## config.mk

```make
export PLATFORM = sky130hd
export DESIGN_NAME = nios_system_mul_arbiter
export DESIGN_NICKNAME = d
export VERILOG_FILES = /design/src/rtl/nios_system_mul_arbiter.sv
export SDC_FILE = /design/constraint.sdc
export NUM_CORES = 1
export LEC_CHECK = 0
export CORE_AREA = 2 2 156 158
export CTS_BUF_LIST = sky130_fd_sc_hd__clkbuf_8
export DETAILED_ROUTE_END_ITERATION = 12
export DIE_AREA = 0 0 158 160
export HOLD_SLACK_MARGIN = 0.05
export SETUP_SLACK_MARGIN = 0.15
export SLEW_MARGIN = 10
export SYNTH_ARGS = -nofsm -noshare
export SYNTH_HDL_FRONTEND = slang
export SYNTH_SLANG_ARGS = --single-unit
```

## constraint.sdc

```tcl
create_clock -name clk -period 3.7 [get_ports clk]
set_input_delay 0.555 -clock clk [delete_from_list [all_inputs] [get_ports clk]]
set_output_delay 0.555 -clock clk [all_outputs]
set_load 0.02 [all_outputs]
```

## src/rtl/nios_system_mul_arbiter.sv

```systemverilog
// Round-robin arbiter that shares one pipelined 32x32 multiply cell among NUM_REQ requesters.
// Latency: accept to registered response pulse is MUL_LATENCY+1 cycles, one accept per cycle.
// Backpressure: hold/flush/reset deassert every req_ready; responses cannot be stalled.
module nios_system_mul_arbiter #(
    parameter int NUM_REQ     = 4,
    parameter int MUL_LATENCY = 1,
    parameter int TAG_W       = $clog2(NUM_REQ)
) (
    input  logic                   clk,
    input  logic                   reset,
    input  logic [NUM_REQ-1:0]     req_valid,
    output logic [NUM_REQ-1:0]     req_ready,
    input  logic [32*NUM_REQ-1:0]  req_src1,
    input  logic [32*NUM_REQ-1:0]  req_src2,
    input  logic                   hold,
    input  logic                   flush,
    output logic [31:0]            mul_src1,
    output logic [31:0]            mul_src2,
    input  logic [31:0]            mul_cell_result,
    output logic [NUM_REQ-1:0]     rsp_valid,
    output logic [31:0]            rsp_data,
    output logic                   busy
);

    localparam logic [TAG_W:0]   NUM_REQ_W = (TAG_W+1)'(NUM_REQ);
    localparam logic [TAG_W-1:0] LAST_IDX  = TAG_W'(NUM_REQ - 1);

    logic [TAG_W-1:0]       rr_ptr_q, rr_ptr_d;
    logic                   grant_vld;
    logic [TAG_W-1:0]       grant_idx;
    logic [TAG_W:0]         cand;

    logic [MUL_LATENCY-1:0] pipe_vld_q, pipe_vld_d;
    logic [TAG_W-1:0]       pipe_tag_q [MUL_LATENCY];
    logic [TAG_W-1:0]       pipe_tag_d [MUL_LATENCY];

    logic [NUM_REQ-1:0]     rsp_valid_q, rsp_valid_d;
    logic [31:0]            rsp_data_q, rsp_data_d;

    // Round-robin search starting at rr_ptr; the first valid requester wins unless blocked.
    always_comb begin
        grant_vld = 1'b0;
        grant_idx = '0;
        cand      = '0;
        for (int k = 0; k < NUM_REQ; k++) begin
            cand = {1'b0, rr_ptr_q} + (TAG_W+1)'(k);
            if (cand >= NUM_REQ_W) begin
                cand = cand - NUM_REQ_W;
            end
            if (!grant_vld && req_valid[cand[TAG_W-1:0]]) begin
                grant_vld = 1'b1;
                grant_idx = cand[TAG_W-1:0];
            end
        end
        if (hold || flush || reset) begin
            grant_vld = 1'b0;
        end
    end

    // One-hot ready and the operand mux toward the multiply cell; zeros when nothing is accepted.
    always_comb begin
        req_ready = '0;
        mul_src1  = '0;
        mul_src2  = '0;
        if (grant_vld) begin
            req_ready[grant_idx] = 1'b1;
            mul_src1 = req_src1[32*grant_idx +: 32];
            mul_src2 = req_src2[32*grant_idx +: 32];
        end
    end

    // Next-state: pointer advance, tag shift (flush kills everything), response capture.
    always_comb begin
        rr_ptr_d = rr_ptr_q;
        if (grant_vld) begin
            rr_ptr_d = (grant_idx == LAST_IDX) ? '0 : grant_idx + 1'b1;
        end

        pipe_vld_d    = '0;
        pipe_vld_d[0] = grant_vld;
        pipe_tag_d[0] = grant_idx;
        for (int i = 1; i < MUL_LATENCY; i++) begin
            pipe_vld_d[i] = pipe_vld_q[i-1];
            pipe_tag_d[i] = pipe_tag_q[i-1];
        end
        if (flush) begin
            pipe_vld_d = '0;
        end

        rsp_valid_d = '0;
        rsp_data_d  = rsp_data_q;
        if (pipe_vld_q[MUL_LATENCY-1] && !flush) begin
            rsp_valid_d[pipe_tag_q[MUL_LATENCY-1]] = 1'b1;
            rsp_data_d = mul_cell_result;
        end
    end

    // State registers; reset drops all in-flight work immediately.
    always_ff @(posedge clk or posedge reset) begin
        if (reset) begin
            rr_ptr_q    <= '0;
            pipe_vld_q  <= '0;
            rsp_valid_q <= '0;
            rsp_data_q  <= '0;
            for (int i = 0; i < MUL_LATENCY; i++) begin
                pipe_tag_q[i] <= '0;
            end
        end else begin
            rr_ptr_q    <= rr_ptr_d;
            pipe_vld_q  <= pipe_vld_d;
            rsp_valid_q <= rsp_valid_d;
            rsp_data_q  <= rsp_data_d;
            for (int i = 0; i < MUL_LATENCY; i++) begin
                pipe_tag_q[i] <= pipe_tag_d[i];
            end
        end
    end

    assign rsp_valid = rsp_valid_q;
    assign rsp_data  = rsp_data_q;
    assign busy      = (|pipe_vld_q) | (|rsp_valid_q);

endmodule

```

==> impl_metrics.ini <==
[status]
outcome = completed

[power_and_ir_drop]
seqPwrFrac_pct = 20.3
vdd_drop_max_uv = 220.3
power_frac_clock_pct = 14.4
p_leak_nw = 3.644
switchingPower_mw = 1.054
p_per_area_mw_per_mm2 = 365.4
swShare_pct = 35.00
internal_power_mw = 1.957
power_mw = 3.010
p_comb_share_pct = 65.4

[timing]
maxSlewViolCount = 0
fmax_mhz = 287.9
max_slew_margin_pct = 55.46
period_share_pct = 93.86
tightest_slew_ns = 0.6674
period_minus_slack_ns = 3.473
hold_viol_final = 0
layout_setup_ws_ns = 0.2271
fin_setup_tns_ns = 0
setup_viol = 0
fin_skew_ns = 0.006206
rsz0062_at_grt = true

[critical_path]
cp_cell_sequence = clkdlybuf4s50_1 > nand3b_1 > a2bb2oi_4 > buf_12 > buf_4 > mux2i_1 > o22ai_1 > clkdlybuf4s50_1
slowest_delay_ns = 0.64
crit_required_ns = 3.14
r2r_end = rr_ptr_q[1]
cp_common_cell = clkdlybuf4s50_1
worstReg2RegStart = rr_ptr_q[1]
crit_fanout = 19
critical_path_class = in2out
cp-start-kind = primary input
cp.arrival_ns = 2.92
cp-end-kind = primary output
cp_top_family = buffers and inverters
r2r_cells = 6
crit_path_start = req_valid[1]
crit_slowest_cell = clkdlybuf4s50_1
rrSetupSlack_ns = 1.85
critPathBufInv = 4

[clock_tree]
path_clk_slew_ns = 0.08
htreeDepth = 2
clk_latency_ns = 0.29
cts_buffers = 5
clock-sinks = 41
cts_tree = done
cts_root_buf = clkbuf_8
cts_buffer_depth = 2

[routing]
dr.pass1.iters = 4
wirelength_um = 17610
ant_nets = 0
route.vias.total = 4343
via_per_inst = 4.120
drt_iter0_drc = 101
drc = 0
post_drt_wl_per_cell_um = 16.71

[logic_synthesis]
synth_top_area_cell = mux2i_1
synth_edf_count = 0
yosysMostFrequentCell = mux2i_1
synthCells = 332
synth-seq-cells = 41
synthTopCellsByCount = 129 x mux2i_1, 65 x o22ai_1, 41 x dfrtp_1, 33 x mux2_2, 16 x buf_2
synth_fp_nets = 629
yosys_warnings = 0
ys_seq_area_share_pct = 28.82
synth_cell_types = 26
yosys-top-cells-area = mux2i_1 36%, dfrtp_1 29%, o22ai_1 11%
synth_ff_type = dfrtp_1
yosysTopAreaCellShare_pct = 36.27
avgSynthCellArea_um2 = 10.72
async_flop_share_pct = 100.0
synthesis.area_mm2 = 0.003560

[finish]
drive_above_1_share_pct = 9.739
layout.cells.non_filler = 1054
syn_to_final_growth_pct = 131.4
num-fill-cells = 2499
fin_area_mm2 = 0.008238
fin_nets = 1025

[placed_design]
preCtsSetupSlack_ns = 0.1609
place_inst = 1041
port_buffers = 400
gp_congestion = 0.8163
place_area_mm2 = 0.007970
dpl.hpwl_um = 14420

[grt]
grt_pass1_wl_um = 25450
grt_pass1_vias = 4599
grt_max_degree = 40
antenna_found_initial = 2
overflow = 0
grt_use_total_pct = 12.90

[floorplan]
dieArea_mm2 = 0.02528
coreArea_mm2 = 0.02382
start_util_pct = 14.94
io_pins = 401
dieHeight_um = 160
die_width_um = 158
num_rows = 57

[flow_run]
cap_violations = 0

[worst_hold_path]
hold_path.class = reg2reg
whs_endpoint = rsp_valid[1]
holdCritStartpoint = pipe_tag_q[1]
hold_depth = 1
==> stage by stage <==
step | utilization, % | hold WS (ns)
after floorplan | - | 0.4285
after global placement | 33.46 | 0.4721
after detailed placement | 33.46 | 0.4826
after CTS | 34.17 | 0.4846
after global routing | 34.58 | 0.5059
final | 34.58 | 0.4798
==> kinds of logic after synthesis <==
logic type / synth area share [%]
muxes: 46.71
AOI/OAI and AO/OA: 12.44
DFF: 28.82
buffers and inverters: 7.416
and+or+nand+nor: 4.253
adders and majority gates: 0.3514
==> worst max-delay path by stage <==
stage	endpoint	cells after the start
global route	mul_src2[2]	8
CTS	mul_src1[12]	8
detailed placement	mul_src2[0]	8
finish	mul_src2[18]	8
floorplan	mul_src1[0]	5
global placement	mul_src2[0]	8
==> cells in the final DEF (no fill, tap or decap), drive strengths merged <==
| master | synthesis | layout |
|---|---|---|
| dlymetal6s2s | 0 | 20 |
| nand2 | 4 | 4 |
| mux2 | 33 | 33 |
| clkbuf | 0 | 6 |
| mux2i | 129 | 129 |
| ha | 1 | 1 |
| bufinv | 0 | 2 |
| bufbuf | 0 | 1 |
| nand3b | 1 | 1 |
| and3 | 1 | 1 |
| o22ai | 65 | 65 |
| and3b | 1 | 1 |
| dfrtp | 41 | 41 |
| clkdlybuf4s50 | 0 | 380 |
| diode | 0 | 1 |
| nor3 | 3 | 3 |
| inv | 2 | 3 |
| nor4 | 2 | 2 |
| nor3b | 2 | 2 |
| nor2 | 5 | 5 |
| buf | 33 | 20 |
| and2 | 1 | 1 |
| nand2b | 1 | 1 |
| a21oi | 3 | 3 |
| a2bb2oi | 2 | 2 |
| nor2b | 2 | 2 |
==> metal layers <==
| layer | vias to the layer above | GRT usage, % | wire length, um |
|---|---|---|---|
| met5 | - | 0 | 7 |
| met3 | 14 | 3.202 | 1495 |
| li1 | 2083 | - | - |
| met4 | 2 | 2.129 | 174 |
| met2 | 216 | 23.16 | 8729 |
| met1 | 2028 | 15.67 | 7203 |
==> repair_timing <==
item	4_1_cts	5_1_grt
endpoints found under the hold margin	0	0
hold buffers	0	0
setup buffers	0	2
pin swaps	0	1
gates resized for setup	0	21
cloned	1	1
endpoints found under the setup margin	1	32
==> layout make-up <==
cell class	count	area [um^2]	area share (%)
tap	324	405.4	4.921
multi-input combinational	256	2297	27.89
timing repair buffer	422	4362	52.95
clock inverter	3	68.82	0.8354
sequential	41	1026	12.45
antenna	1	2.502	0.03038
clock buffer	5	68.82	0.8354
inverter	2	7.507	0.09113
==> sequential cells by signal, indices dropped and copies added, names as in the netlist <==
| register | flops |
|---|---|
| rsp_valid | 4 |
| pipe_vld_q | 1 |
| rr_ptr_q | 2 |
| rsp_data | 32 |
| pipe_tag_q | 2 |
==> power groups by stage <==
stage	sequential [mW]	combinational [mW]	clock, mW
6_report	0.610	1.97	0.433
2_1_floorplan	0.711	0.991	0
3_5_place_dp	0.620	1.92	0
3_3_place_gp	0.617	1.91	0
4_1_cts	0.611	1.97	0.449
5_1_grt	0.624	2.10	0.464
==> worst reg2reg max path, cell delays in order, from the launching register on <==
cell and delay [ns]:
dfrtp_1 0.48, nand2_1 0.12, nand3b_1 0.15, a2bb2oi_4 0.28, buf_12 0.21, ha_1 0.25
mux2_2 0.26
No activity file was read; power rests on OpenSTA's default activity.
